## config.mk

```make
export PLATFORM = sky130hd
export DESIGN_NAME = sprinkler_icon_flat
export DESIGN_NICKNAME = d
export VERILOG_FILES = /design/src/rtl/sprinkler_icon_pkg.sv /design/src/rtl/sprinkler_icon_if.sv /design/src/rtl/sprinkler_icon_rom.sv /design/src/rtl/sprinkler_icon.sv /design/src/flat_wrapper.sv
export SDC_FILE = /design/constraint.sdc
export NUM_CORES = 1
export LEC_CHECK = 0
export CAP_MARGIN = 20
export CORE_MARGIN = 4
export CORE_UTILIZATION = 38
export CTS_BUF_LIST = sky130_fd_sc_hd__clkbuf_16
export CTS_CLUSTER_SIZE = 25
export DETAILED_ROUTE_END_ITERATION = 8
export PLACE_DENSITY = 0.82
export SLEW_MARGIN = 20
export SYNTH_ARGS = -nofsm -noshare
export SYNTH_HDL_FRONTEND = slang
export SYNTH_SLANG_ARGS = --single-unit
```

## constraint.sdc

```tcl
create_clock -name clock -period 1.4 [get_ports clock]
set_input_delay 0.21 -clock clock [delete_from_list [all_inputs] [get_ports clock]]
set_output_delay 0.21 -clock clock [all_outputs]
set_load 0.1 [all_outputs]
```

## src/rtl/sprinkler_icon_pkg.sv

```systemverilog
// Shared types and constants for the sprinkler status icon.
// State encodings, pixel codes, sprite geometry and the alarm recolour helper.
package icon_pkg;

    typedef enum logic [1:0] {
        ST_IDLE  = 2'b00,
        ST_SPRAY = 2'b01,
        ST_ALARM = 2'b10
    } icon_state_t;

    localparam logic [1:0] ICON_TRANSPARENT = 2'b00;
    localparam logic [1:0] ICON_OUTLINE     = 2'b01;
    localparam logic [1:0] ICON_ALERT       = 2'b10;
    localparam logic [1:0] ICON_WATER       = 2'b11;

    localparam int ICON_SIZE   = 16;
    localparam int ICON_FRAMES = 5;

    // In alarm every drawn pixel becomes red; transparent stays transparent.
    function automatic logic [1:0] recode_alert(input logic [1:0] code);
        logic [1:0] res;
        res = (code != ICON_TRANSPARENT) ? ICON_ALERT : ICON_TRANSPARENT;
        return res;
    endfunction

endpackage

```

## src/rtl/sprinkler_icon_if.sv

```systemverilog
// Scan-position / status inputs and pixel outputs of the sprinkler icon.
// master = video pipeline side that drives scan and status, slave = icon block.
interface sprinkler_icon_if;

    logic        video_on;
    logic [11:0] pixel_row;
    logic [11:0] pixel_column;
    logic        frame_tick;
    logic        sprinkler_on;
    logic        fault;
    logic [1:0]  icon;
    logic [1:0]  icon_state;

    modport master (
        output video_on, pixel_row, pixel_column, frame_tick, sprinkler_on, fault,
        input  icon, icon_state
    );

    modport slave (
        input  video_on, pixel_row, pixel_column, frame_tick, sprinkler_on, fault,
        output icon, icon_state
    );

endinterface

```

## src/rtl/sprinkler_icon_rom.sv

```systemverilog
// Combinational 5-frame 16x16 sprite lookup for the sprinkler icon.
// Frame 0: sprinkler head outline only. Frames 1..4: head plus spray droplets
// whose diagonal pattern shifts by one pixel per frame. Out-of-range frames are blank.
module icon_rom
    import icon_pkg::*;
(
    input  logic [2:0] i_frame_sel,
    input  logic [3:0] i_y_off,
    input  logic [3:0] i_x_off,
    output logic [1:0] o_code
);

    logic       w_outline;
    logic       w_drop;
    logic [1:0] w_anim;
    logic [1:0] w_sum;

    // Sprite geometry: outline set, droplet set, then priority select.
    always_comb begin
        w_anim = i_frame_sel[1:0] - 2'd1;
        w_sum  = i_x_off[1:0] + i_y_off[1:0] + w_anim;

        w_outline = (i_y_off == 4'd15)
                 || ((i_y_off == 4'd0) && ((i_x_off == 4'd0) || (i_x_off == 4'd15)))
                 || ((i_x_off >= 4'd6) && (i_x_off <= 4'd9) && (i_y_off >= 4'd10) && (i_y_off <= 4'd14))
                 || ((i_y_off == 4'd9) && ((i_x_off == 4'd7) || (i_x_off == 4'd8)));

        w_drop = (i_y_off >= 4'd1) && (i_y_off <= 4'd7)
              && (i_x_off >= 4'd1) && (i_x_off <= 4'd14)
              && (w_sum == 2'd0);

        if (i_frame_sel >= 3'(ICON_FRAMES)) begin
            o_code = ICON_TRANSPARENT;
        end else if (w_outline) begin
            o_code = ICON_OUTLINE;
        end else if ((i_frame_sel != 3'd0) && w_drop) begin
            o_code = ICON_WATER;
        end else begin
            o_code = ICON_TRANSPARENT;
        end
    end

endmodule

```

## src/rtl/sprinkler_icon.sv

```systemverilog
// Sprinkler icon pixel generator: 16x16 window hit test, frame-synchronous
// IDLE/SPRAY/ALARM state machine, spray animation and a registered pixel code
// with one clock of latency. Optional alarm blinking: SPRINKLER_ICON_BLINK_EN.
module sprinkler_icon
    import icon_pkg::*;
#(
    parameter logic [11:0] ICON_X          = 12'd100,
    parameter logic [11:0] ICON_Y          = 12'd200,
    parameter int          FRAMES_PER_STEP = 15,
    parameter int          BLINK_FRAMES    = 30
) (
    input  logic              clock,
    input  logic              reset,
    sprinkler_icon_if.slave   bus
);

    localparam int FC_W = (FRAMES_PER_STEP > 1) ? $clog2(FRAMES_PER_STEP) : 1;

    icon_state_t     r_state;
    icon_state_t     w_state_nxt;
    logic [FC_W-1:0] r_frame_cnt, w_frame_cnt_nxt;
    logic [1:0]      r_anim_idx, w_anim_idx_nxt;
    logic [1:0]      r_icon;

    logic [12:0]     w_col13, w_row13, w_x_lo, w_x_hi, w_y_lo, w_y_hi;
    logic            w_hit;
    logic [3:0]      w_x_off, w_y_off;
    logic [2:0]      w_frame_sel;
    logic [1:0]      w_rom_code;
    logic [1:0]      w_code;
    logic            w_blank;

    // Window compare in 13 bits so ICON_X/Y+15 cannot wrap past 4095.
    always_comb begin
        w_col13 = {1'b0, bus.pixel_column};
        w_row13 = {1'b0, bus.pixel_row};
        w_x_lo  = {1'b0, ICON_X};
        w_y_lo  = {1'b0, ICON_Y};
        w_x_hi  = w_x_lo + 13'(ICON_SIZE - 1);
        w_y_hi  = w_y_lo + 13'(ICON_SIZE - 1);
        w_hit   = bus.video_on
               && (w_col13 >= w_x_lo) && (w_col13 <= w_x_hi)
               && (w_row13 >= w_y_lo) && (w_row13 <= w_y_hi);
        w_x_off = bus.pixel_column[3:0] - ICON_X[3:0];
        w_y_off = bus.pixel_row[3:0] - ICON_Y[3:0];
    end

    // Next state from the level inputs; fault outranks sprinkler_on.
    always_comb begin
        w_state_nxt = r_state;
        case (r_state)
            ST_IDLE: begin
                if (bus.fault)             w_state_nxt = ST_ALARM;
                else if (bus.sprinkler_on) w_state_nxt = ST_SPRAY;
                else                       w_state_nxt = ST_IDLE;
            end
            ST_SPRAY: begin
                if (bus.fault)              w_state_nxt = ST_ALARM;
                else if (!bus.sprinkler_on) w_state_nxt = ST_IDLE;
                else                        w_state_nxt = ST_SPRAY;
            end
            ST_ALARM: begin
                if (!bus.fault) w_state_nxt = ST_IDLE;
                else            w_state_nxt = ST_ALARM;
            end
            default: w_state_nxt = ST_IDLE;
        endcase
    end

    // Spray counters advance only while staying in SPRAY; otherwise they clear.
    always_comb begin
        w_frame_cnt_nxt = '0;
        w_anim_idx_nxt  = 2'd0;
        if ((r_state == ST_SPRAY) && (w_state_nxt == ST_SPRAY)) begin
            if (r_frame_cnt == FC_W'(FRAMES_PER_STEP - 1)) begin
                w_frame_cnt_nxt = '0;
                w_anim_idx_nxt  = r_anim_idx + 2'd1;
            end else begin
                w_frame_cnt_nxt = r_frame_cnt + FC_W'(1);
                w_anim_idx_nxt  = r_anim_idx;
            end
        end else begin
            w_frame_cnt_nxt = '0;
            w_anim_idx_nxt  = 2'd0;
        end
    end

    // State and spray counters change only on frame_tick, so the icon never tears.
    always_ff @(posedge clock) begin
        if (!reset) begin
            r_state     <= ST_IDLE;
            r_frame_cnt <= '0;
            r_anim_idx  <= 2'd0;
        end else if (bus.frame_tick) begin
            r_state     <= w_state_nxt;
            r_frame_cnt <= w_frame_cnt_nxt;
            r_anim_idx  <= w_anim_idx_nxt;
        end else begin
            r_state     <= r_state;
            r_frame_cnt <= r_frame_cnt;
            r_anim_idx  <= r_anim_idx;
        end
    end

`ifdef SPRINKLER_ICON_BLINK_EN
    localparam int BC_W = (BLINK_FRAMES > 1) ? $clog2(BLINK_FRAMES) : 1;

    logic [BC_W-1:0] r_blink_cnt;
    logic            r_blink_phase;

    // Blink counter runs on frame ticks while staying in ALARM; clears otherwise.
    always_ff @(posedge clock) begin
        if (!reset) begin
            r_blink_cnt   <= '0;
            r_blink_phase <= 1'b0;
        end else if (bus.frame_tick && (r_state == ST_ALARM) && (w_state_nxt == ST_ALARM)) begin
            if (r_blink_cnt == BC_W'(BLINK_FRAMES - 1)) begin
                r_blink_cnt   <= '0;
                r_blink_phase <= ~r_blink_phase;
            end else begin
                r_blink_cnt   <= r_blink_cnt + BC_W'(1);
                r_blink_phase <= r_blink_phase;
            end
        end else if (bus.frame_tick) begin
            r_blink_cnt   <= '0;
            r_blink_phase <= 1'b0;
        end else begin
            r_blink_cnt   <= r_blink_cnt;
            r_blink_phase <= r_blink_phase;
        end
    end

    assign w_blank = (r_state == ST_ALARM) && r_blink_phase;
`else
    assign w_blank = 1'b0;
`endif

    // Frame select from the current (pre-update) state.
    always_comb begin
        case (r_state)
            ST_IDLE:  w_frame_sel = 3'd0;
            ST_SPRAY: w_frame_sel = 3'd1 + {1'b0, r_anim_idx};
            ST_ALARM: w_frame_sel = 3'd0;
            default:  w_frame_sel = 3'd0;
        endcase
    end

    icon_rom u_rom (
        .i_frame_sel (w_frame_sel),
        .i_y_off     (w_y_off),
        .i_x_off     (w_x_off),
        .o_code      (w_rom_code)
    );

    // Recolour for alarm and apply the blink blanking.
    always_comb begin
        w_code = w_rom_code;
        if (w_blank) begin
            w_code = ICON_TRANSPARENT;
        end else if (r_state == ST_ALARM) begin
            w_code = recode_alert(w_rom_code);
        end else begin
            w_code = w_rom_code;
        end
    end

    // Registered pixel output keeps alignment with the 1-cycle map ROM.
    always_ff @(posedge clock) begin
        if (!reset) begin
            r_icon <= ICON_TRANSPARENT;
        end else begin
            r_icon <= w_hit ? w_code : ICON_TRANSPARENT;
        end
    end

    assign bus.icon       = r_icon;
    assign bus.icon_state = r_state;

endmodule

```

## src/flat_wrapper.sv

```systemverilog
// flat-port wrapper written by rule: the top's interface ports become plain ports
module sprinkler_icon_flat import icon_pkg::*;
#(
    parameter logic [11:0] ICON_X          = 12'd100,
    parameter logic [11:0] ICON_Y          = 12'd200,
    parameter int          FRAMES_PER_STEP = 15,
    parameter int          BLINK_FRAMES    = 30
)
  (clock, reset, bus_video_on, bus_pixel_row, bus_pixel_column, bus_frame_tick, bus_sprinkler_on, bus_fault, bus_icon, bus_icon_state);
  sprinkler_icon_if bus_i ();
  input  logic clock;
  input  logic reset;
  input wire logic [$bits(bus_i.video_on)-1:0] bus_video_on;
  input wire logic [$bits(bus_i.pixel_row)-1:0] bus_pixel_row;
  input wire logic [$bits(bus_i.pixel_column)-1:0] bus_pixel_column;
  input wire logic [$bits(bus_i.frame_tick)-1:0] bus_frame_tick;
  input wire logic [$bits(bus_i.sprinkler_on)-1:0] bus_sprinkler_on;
  input wire logic [$bits(bus_i.fault)-1:0] bus_fault;
  output wire logic [$bits(bus_i.icon)-1:0] bus_icon;
  output wire logic [$bits(bus_i.icon_state)-1:0] bus_icon_state;
  assign bus_i.video_on = bus_video_on;
  assign bus_i.pixel_row = bus_pixel_row;
  assign bus_i.pixel_column = bus_pixel_column;
  assign bus_i.frame_tick = bus_frame_tick;
  assign bus_i.sprinkler_on = bus_sprinkler_on;
  assign bus_i.fault = bus_fault;
  assign bus_icon = bus_i.icon;
  assign bus_icon_state = bus_i.icon_state;
  sprinkler_icon #(.ICON_X(ICON_X), .ICON_Y(ICON_Y), .FRAMES_PER_STEP(FRAMES_PER_STEP), .BLINK_FRAMES(BLINK_FRAMES)) u_core (.clock(clock), .reset(reset), .bus(bus_i));
endmodule
```

==> impl_metrics.env <==
export IMPL_status="complete, but fails checks"
export IMPL_violations="setup timing"
export IMPL_num_rows=16
export IMPL_clkSinkCount=10
export IMPL_fin_nets=203
export IMPL_regArea_sq_um=209
export IMPL_grt_start_max_net_pins=11
export IMPL_root_buffer="clkbuf_16"
export IMPL_grt_pass1_wl_mm=4.42
export IMPL_whs_ps=337
export IMPL_skew_ps=2.85
export IMPL_drtAntennaViolNets=0
export IMPL_wl_mm=2.71
export IMPL_fillers=113
export IMPL_clk_pin_slew_ps=40
export IMPL_period_needed_ps=1610
export IMPL_cts_htree_levels=1
export IMPL_maxCapViolCount=0
export IMPL_start_kind="flop"
export IMPL_total_power_w=0.00112
export IMPL_drt_iter0_markers=8
export IMPL_endpoint_kind="flop"
export IMPL_hold_buffers=0
export IMPL_dp_cells=182
export IMPL_ys_async_sr_fraction_pct=0
export IMPL_syn_area_sq_um=838
export IMPL_avgSynthCellArea_sq_um=8.30
export IMPL_multi_input_area_sq_um=729
export IMPL_powerDensity_nw_per_um2=683
export IMPL_synth_edf_count=0
export IMPL_cts_tree="yes"
export IMPL_synthCells=101
export IMPL_path_class="flop to flop"
export IMPL_vias_per_cell=5.38
export IMPL_num_vias=1017
export IMPL_rsz0062_at_grt="true"
export IMPL_fmax_mhz=623
export IMPL_gp_congestion=0.776
export IMPL_dieArea_sq_um=3020
export IMPL_drive_gt1_share_pct=38.9
export IMPL_die_h_um=55.0
export IMPL_portBuffers=33
export IMPL_cts_buffers=3
export IMPL_hp_class="input pin to flop"
export IMPL_grt_antenna_before_repair=0
export IMPL_cp_max_fo=2
export IMPL_cts_path_max_buffers=2
export IMPL_synth_seq_cells=10
export IMPL_area_growth_pct=96.3
export IMPL_finalMaxSlewViolations=0
export IMPL_post_synth_main_area_contributors="dfxtp_1, ha_1, xnor2_1"
export IMPL_hold_viol_final=0
export IMPL_post_place_ws_ps=-756
export IMPL_yosysUniqueCellTypes=33
export IMPL_drc=0
export IMPL_initial_core_util_pct=41.5
export IMPL_peakVddDrop_v=0.00126
export IMPL_max_slew_margin_rel_pct=71.8
export IMPL_finalWorstSetupSlack_ps=-206
export IMPL_final_instance_count_excl_fill=189
export IMPL_tightest_slew_ps=417
export IMPL_critical_path_required_ps=1560
export IMPL_io_pins=34
export IMPL_core_sq_um=2020
export IMPL_gr_total_overflow=0
export IMPL_gr_usage_all_layers_pct=20.3
export IMPL_die_x_um=55.0
export IMPL_yosysTopAreaCell="dfxtp_1"
export IMPL_ys_warn_count=0
export IMPL_worstPathArrival_ps=1770
export IMPL_finalSetupViolCount=3
export IMPL_diodes=0
export IMPL_period_share_pct=115
export IMPL_yosysSeqAreaShare_pct=23.9
export IMPL_synthTopCellsByCount="dfxtp_1, ha_1, nor2_1"
export IMPL_worstSkewPairLatency_ps=240
export IMPL_synth_top_area_share_pct=23.9
export IMPL_first_pass_iters=4
export IMPL_ys_flop_type="dfxtp_1"
export IMPL_dpl_hpwl_mm=2.00
export IMPL_p_leak_nw=0.687
export IMPL_syn_nets=141
export IMPL_grt_pass1_vias=1062
export IMPL_wl_per_cell_um=14.3
## worst paths after layout
path	from	cells after the start	slack [ps]	endpoint
setup reg to reg	u_core.bus.icon_state[1]$_SDFFE_PN0P_	8	-210	u_core.bus.icon[0]$_SDFF_PP0_
hold / removal	reset	2	340	u_core.bus.icon_state[1]$_SDFFE_PN0P_
hold reg to reg	u_core.r_anim_idx[1]$_SDFFE_PN0P_	2	490	u_core.r_anim_idx[1]$_SDFFE_PN0P_
setup / recovery	u_core.bus.icon_state[1]$_SDFFE_PN0P_	8	-210	u_core.bus.icon[0]$_SDFF_PP0_
## timing repair
action,4_1_cts,5_1_grt
setup buffers,3,0
gates resized for setup,20,20
endpoints found under the setup margin,8,8
pin swaps,11,8
## registers in the layout, indices dropped and copies added, names as in the netlist
signal                 flops
u_core.bus.icon            2
u_core.r_frame_cnt         4
u_core.bus.icon_state      2
u_core.r_anim_idx          2
## cells in the final DEF (no fill, tap or decap), types with 3 or more instances in the layout
master	instances
a211oi_2	3
buf_12	4
buf_4	25
clkbuf_16	3
clkdlybuf4s50_1	23
dfxtp_1	7
ha_1	8
inv_1	5
inv_2	3
nand2_1	7
nand2b_1	3
nand3_1	5
nand4_1	4
nor2_1	7
nor2b_1	3
xnor2_1	4
xor2_1	3
## layer usage
metal,track usage [%],vias up,routed length (um)
met3,5.09,6,176
met2,38.6,48,1470
met4,5.67,0,35
met1,22.0,477,1030
li1,-,486,-
met5,0,-,0
## layout make-up
| class | count | share of cell area (%) |
|---|---|---|
| inverter | 7 | 1.60 |
| clock buffer | 3 | 4.56 |
| sequential | 10 | 12.7 |
| timing repair buffer | 59 | 34.5 |
| multi-input combinational | 82 | 44.3 |
| tap | 27 | 2.05 |
| clock inverter | 1 | 0.228 |
## metrics by stage
step	TNS, ps	area (sq um)	util (%)
after global placement	-1960	1430	70.8
after CTS	-363	1580	78.2
after global routing	-715	1650	81.4
after floorplan	-838	863	-
final	-369	1650	81.4
after detailed placement	-2340	1430	70.8
## cells by family (layout without fill, tap and decap cells)
family                     Yosys count  count (layout)  synth area share (%)
DFF                                 10              10                  23.9
buffers and inverters                9              70                  4.18
and+or+nand+nor                     46              46                  30.3
AOI/OAI and AO/OA                   17              17                  17.2
xor gates and xnor gates             8               8                  8.36
adders and majority gates           10              10                  14.9
muxes                                1               1                  1.19
## power by group
part	internal [W]	switching [W]
Combinational	0.000181	0.000138
Sequential	0.000290	0.00000418
Clock	0.000374	0.000136
## critical path, cell delays in order, from the launching register on
cell	delay, ps
dfxtp_4	330
nand2b_4	150
nor2_4	100
ha_4	150
xnor2_2	110
xnor2_1	160
xnor2_1	150
nand4_1	150
a211oi_2	230
Note: power is estimated with default switching activity, not from simulation.
